File: src/rtl/dac_cmd_scheduler.sv
// dac_cmd_scheduler: shares one MCP4725 DAC interface between a stream
// requester (port 0) and a config requester (port 1). Round-robin arbitration,
// command latching, start strobe generation, busy tracking with a timeout, and
// a one-cycle completion ack back to the winning requester.
// Build option: define DAC_RATE_LIMIT_EN to insert a GAP state that holds
// GAP_CYCLES idle cycles after every completion before re-arbitrating.
`timescale 1ns/1ps
module dac_cmd_scheduler #(
  parameter int DATA_W     = 12,
  parameter int BUSY_TMO   = 255,
  parameter int GAP_CYCLES = 1000
) (
  input  logic              clk,
  input  logic              rst,
  input  logic              req0,
  input  logic [DATA_W-1:0] val0,
  input  logic [1:0]        mode0,
  output logic              ack0,
  input  logic              req1,
  input  logic [DATA_W-1:0] val1,
  input  logic [1:0]        mode1,
  input  logic              mem1,
  output logic              ack1,
  output logic [DATA_W-1:0] dac_val,
  output logic [1:0]        dac_mode,
  output logic              dac_upd,
  output logic              dac_mem_wr,
  input  logic              dac_busy,
  output logic              grant,
  output logic              err,
  output logic [DATA_W-1:0] cur_val
);

  // The busy timer only ever holds 0 .. BUSY_TMO-1; the final count fires the timeout.
  localparam int TMR_W = (BUSY_TMO > 1) ? $clog2(BUSY_TMO) : 1;
  localparam logic [TMR_W-1:0] TMO_LAST = TMR_W'(BUSY_TMO - 1);

  typedef enum logic [2:0] {
    S_IDLE      = 3'd0,
    S_ISSUE     = 3'd1,
    S_WAIT_BUSY = 3'd2,
    S_WAIT_DONE = 3'd3,
    S_GAP       = 3'd4
  } state_t;

`ifdef DAC_RATE_LIMIT_EN
  localparam int GAP_W = (GAP_CYCLES > 1) ? $clog2(GAP_CYCLES) : 1;
  localparam logic [GAP_W-1:0] GAP_LAST = GAP_W'(GAP_CYCLES - 1);
  // Every completion (normal or timeout) rests in GAP before the next grant.
  localparam state_t S_POST = S_GAP;
`else
  // No rate limiting: IDLE re-arbitrates the cycle right after the ack.
  localparam state_t S_POST = S_IDLE;
  logic gap_unused;
  assign gap_unused = |GAP_CYCLES;
`endif

  state_t            state;
  state_t            state_nxt;
  logic              take;
  logic              win;
  logic              done_ok;
  logic              done_tmo;
  logic              last_gnt;
  logic              mem_lat;
  logic [TMR_W-1:0]  tmr;
`ifdef DAC_RATE_LIMIT_EN
  logic [GAP_W-1:0]  gap_cnt;
`endif

  // Strobes are decoded straight from the one-cycle ISSUE state, so reset
  // removes them on the very next cycle and only one fires per command.
  assign dac_upd    = (state == S_ISSUE) && !mem_lat;
  assign dac_mem_wr = (state == S_ISSUE) &&  mem_lat;

  // State register.
  always_ff @(posedge clk) begin
    if (rst) state <= S_IDLE;
    else     state <= state_nxt;
  end

  // Next-state decode, arbitration and completion detection.
  always_comb begin
    state_nxt = state;
    take      = 1'b0;
    win       = 1'b0;
    done_ok   = 1'b0;
    done_tmo  = 1'b0;
    case (state)
      S_IDLE: begin
        if (req0 || req1) begin
          take      = 1'b1;
          // On a tie the port that did not win last time goes first.
          win       = (req0 && req1) ? ~last_gnt : req1;
          state_nxt = S_ISSUE;
        end
      end
      S_ISSUE: state_nxt = S_WAIT_BUSY;
      S_WAIT_BUSY: begin
        if (dac_busy) begin
          state_nxt = S_WAIT_DONE;
        end else if (tmr == TMO_LAST) begin
          done_tmo  = 1'b1;
          state_nxt = S_POST;
        end
      end
      S_WAIT_DONE: begin
        if (!dac_busy) begin
          done_ok   = 1'b1;
          state_nxt = S_POST;
        end
      end
`ifdef DAC_RATE_LIMIT_EN
      S_GAP: begin
        if (gap_cnt == GAP_LAST) state_nxt = S_IDLE;
      end
`endif
      default: state_nxt = S_IDLE;
    endcase
  end

  // Latch the winner's command at grant; it stays on the DAC bus until the next grant.
  always_ff @(posedge clk) begin
    if (rst) begin
      dac_val  <= '0;
      dac_mode <= '0;
      mem_lat  <= 1'b0;
      grant    <= 1'b0;
      last_gnt <= 1'b1;
    end else if (take) begin
      dac_val  <= win ? val1  : val0;
      dac_mode <= win ? mode1 : mode0;
      mem_lat  <= win & mem1;
      grant    <= win;
      last_gnt <= win;
    end
  end

  // Completion pulses; cur_val only tracks commands the DAC actually accepted.
  always_ff @(posedge clk) begin
    if (rst) begin
      ack0    <= 1'b0;
      ack1    <= 1'b0;
      err     <= 1'b0;
      cur_val <= '0;
    end else begin
      ack0 <= (done_ok || done_tmo) && !grant;
      ack1 <= (done_ok || done_tmo) &&  grant;
      err  <= done_tmo;
      if (done_ok) cur_val <= dac_val;
    end
  end

  // Busy-rise timer: counts cycles spent in WAIT_BUSY, zero everywhere else.
  always_ff @(posedge clk) begin
    if (rst)                       tmr <= '0;
    else if (state == S_WAIT_BUSY) tmr <= tmr + 1'b1;
    else                           tmr <= '0;
  end

`ifdef DAC_RATE_LIMIT_EN
  // Gap counter: counts cycles spent in GAP, zero everywhere else.
  always_ff @(posedge clk) begin
    if (rst)                 gap_cnt <= '0;
    else if (state == S_GAP) gap_cnt <= gap_cnt + 1'b1;
    else                     gap_cnt <= '0;
  end
`endif

`ifndef SYNTHESIS
  // Completion signalling sanity checks.
  a_one_ack : assert property (@(posedge clk) disable iff (rst) !(ack0 && ack1));
  a_err_ack : assert property (@(posedge clk) disable iff (rst) err |-> (ack0 || ack1));
  a_one_stb : assert property (@(posedge clk) disable iff (rst) !(dac_upd && dac_mem_wr));
`endif

endmodule

File: config.mk
export PLATFORM = sky130hd
export DESIGN_NAME = dac_cmd_scheduler
export DESIGN_NICKNAME = d
export VERILOG_FILES = /design/src/rtl/dac_cmd_scheduler.sv
export SDC_FILE = /design/constraint.sdc
export NUM_CORES = 1
export LEC_CHECK = 0
export CORE_UTILIZATION = 47
export CTS_CLUSTER_DIAMETER = 60
export DETAILED_ROUTE_END_ITERATION = 10
export GPL_ROUTABILITY_DRIVEN = 0
export GPL_TIMING_DRIVEN = 0
export PLACE_DENSITY = 0.9
export SLEW_MARGIN = 20
export SYNTH_ARGS = -nofsm -noshare
export SYNTH_HDL_FRONTEND = slang
export SYNTH_SLANG_ARGS = --single-unit
File: constraint.sdc
create_clock -name clk -period 2.7 [get_ports clk]
set_clock_uncertainty 0.05 [all_clocks]
set_input_delay 0.54 -clock clk [delete_from_list [all_inputs] [get_ports clk]]
set_output_delay 0.54 -clock clk [all_outputs]
set_load 0.005 [all_outputs]
==> impl_metrics.py <==
metrics = {
    "cts": {
        "ctsRootBufferMaster": "clkbuf_8",
        "clock_sinks": 42,
        "cts_buffers": 5,
        "path_clk_slew_ns": 0.07,
        "hold_buffers": 0,
        "cts_setup_buffers": 0,
        "clockBufferDepth": 2,
        "h-tree-depth": 2,
        "cts_tree": "yes",
        "insertion_delay_ns": 0.29,
        "cts_resized": 0,
    },
    "setup_path": {
        "path_cells": "nand2b_1 > nor2_1 > clkdlybuf4s50_1",
        "slowest_delay_ns": 0.52,
        "cp_max_fo": 7,
        "critical_path_class": "register to primary output",
        "cpMaxStageDelayCell": "clkdlybuf4s50_1",
        "worstPathArrival_ns": 1.52,
        "critPathCaptureType": "primary output",
        "worst_setup_path_start_kind": "register",
        "required_ns": 2.11,
    },
    "power_and_ir_drop": {
        "peakVddDrop_mv": 0.3648,
        "p_leak_nw": 1.034,
        "finalPower_mw": 1.561,
        "powerDensity_nw_per_um2": 604.6,
    },
    "yosys": {
        "ys_seq_elements": 42,
        "yosys_warnings": 0,
        "netlist_area_sq_um": 1788,
        "synth_top_area_cell": "dfxtp_1",
        "seq_area_frac_synth_pct": 47.03,
        "ys_types": 36,
        "syn_nets": 230,
        "yosys.area.top_type_share_pct": 47.03,
        "synthFlopType": "dfxtp_1",
        "synth_area_leaders": "dfxtp_1 (47%), nor4b_1 (7.3%), a2111oi_0 (6.9%)",
        "synthCells": 194,
        "synthArstFlopShare_pct": 0,
        "synth_edf_count": 0,
        "syn_area_per_cell_sq_um": 9.216,
    },
    "final_layout": {
        "layout-drive-gt1-share_pct": 5.283,
        "final_cell_mix": "clkdlybuf4s50_1 (65), dfxtp_1 (42), nor2_1 (20), a21oi_1 (19), inv_1 (17)",
        "fin_cells": 313,
        "layout.nets": 302,
        "area_delta_synth_final_pct": 44.37,
        "fill_cells": 272,
        "final_common_cell": "clkdlybuf4s50_1",
        "seq_area_sq_um": 840.8,
        "multi_input_area_sq_um": 825.8,
        "n_antenna_cell": 0,
    },
    "sta": {
        "finalWorstSetupSlack_ns": 0.5860,
        "slew_headroom_pct": 66.64,
        "finalCriticalPeriod_ns": 2.114,
        "setup_violations": 0,
        "setup_tns_ns": 0,
        "fmaxAchievable_ghz": 0.4730,
        "slew_viol_final": 0,
        "rsz0062_at_grt": "no",
        "finalCritPeriodShare_pct": 78.30,
        "hold_violations": 0,
        "tightestPinTransition_ns": 0.5005,
    },
    "floorplan": {
        "core_area_sq_um": 3661,
        "dieHeight_um": 63.68,
        "dieWidth_um": 63.68,
        "ioPinCount": 66,
        "start_util_pct": 48.84,
        "dieArea_sq_um": 4055,
        "rows": 22,
    },
    "route": {
        "via_per_inst": 5.387,
        "wl_per_cell_um": 14.19,
        "wirelength_mm": 4.443,
        "drt_iter0_drc": 112,
        "drc": 0,
        "ant_nets": 0,
        "num_vias": 1686,
        "firstDrtPassIters": 4,
    },
    "placed_design": {
        "place_inst": 307,
        "post-dp-hpwl_mm": 3.184,
        "io_buffers": 65,
        "dp_slack_ns": 0.2986,
    },
    "min_path": {
        "hold_class": "register to register",
    },
    "global_routing": {
        "grtUsageTotal_pct": 23.83,
        "grt_pass1_vias": 1642,
        "grt_max_degree": 12,
        "antenna_found_initial": 0,
        "grt_pass1_wl_mm": 7.479,
        "grt.overflow.total": 0,
    },
    "run_status": {
        "outcome": "finished clean",
    },
    "run": {
        "cap_viol_max_count": 0,
    },
}
-- worst max-delay path: cells and delay by family (launching register included) --
kind,cells,cell delay (ns)
simple gates,2,0.29
buf+inv,1,0.52
flops,1,0.43
-- cell families after synthesis --
| group | count (synthesis) | synth area share [%] |
|---|---|---|
| and+or+nand+nor | 63 | 20.79 |
| AOI/OAI and AO/OA | 42 | 15.82 |
| DFF | 42 | 47.03 |
| buffers and inverters | 30 | 6.788 |
| muxes | 12 | 6.718 |
| xor gates and xnor gates | 3 | 1.470 |
| adders and majority gates | 2 | 1.399 |
-- power by group --
part	total [mW]	internal, mW	switching, mW
Combinational	0.432	0.233	0.200
Clock	0.386	0.197	0.189
Sequential	0.742	0.687	0.0555
Total	1.56	1.12	0.444
-- per-layer routing --
| layer | up-vias | share of wire, % | track usage (%) |
|---|---|---|---|
| li1 | 843 | - | - |
| met1 | 763 | 43 | 28.84 |
| met2 | 76 | 50 | 39.63 |
| met3 | 4 | 6.5 | 7.246 |
| met4 | 0 | 1.0 | 8.239 |
| met5 | - | 0 | 0 |
-- stage by stage --
stage / cell area [sq um] / hold slack (ns) / util, %
2_1_floorplan: 1788 / 0.3797 / -
3_3_place_gp: 2499 / 0.3957 / 68.25
3_5_place_dp: 2499 / 0.4042 / 68.25
4_1_cts: 2581 / 0.4224 / 70.51
5_1_grt: 2581 / 0.4719 / 70.51
6_report: 2581 / 0.4173 / 70.51
-- sequential cells by signal, summed over array words and instances (netlist names) --
signal    count
tmr           8
last_gnt      1
mem_lat       1
ack1          1
cur_val      12
err           1
dac_mode      2
state         2
ack0          1
grant         1
dac_val      12
-- final timing paths --
path                               from                 endpoint  slack [ns]  cells past startpoint
setup / recovery  state[0]$_SDFFE_PP0P_                  dac_upd        0.59                      3
hold / removal        tmr[0]$_SDFF_PP0_        tmr[0]$_SDFF_PP0_        0.42                      1
hold reg to reg       tmr[0]$_SDFF_PP0_        tmr[0]$_SDFF_PP0_        0.42                      1
setup reg to reg  state[1]$_SDFFE_PP0P_  dac_val[9]$_SDFFE_PP0P_        0.91                      4
-- final cells by class --
type | instances | area share [%]
repair buffers | 65 | 25.21
multi-input cells | 122 | 31.99
inverters | 17 | 2.472
plain buffers | 13 | 2.230
flip-flops and latches | 42 | 32.57
clock buffers | 6 | 3.199
well taps | 48 | 2.327
-- cells in the mapped netlist, types with 2 or more instances --
cell	number
nor2_1	20
dfxtp_1	42
nor4b_1	15
a21oi_1	19
o21ai_0	3
buf_2	7
inv_1	17
nand2_1	6
nand4_1	3
or2_1	2
nand2b_1	2
a2111oi_0	14
xor2_1	2
mux2i_1	12
ha_1	2
clkbuf_1	6
nand3_1	3
Power figures use the tool's default switching activity.
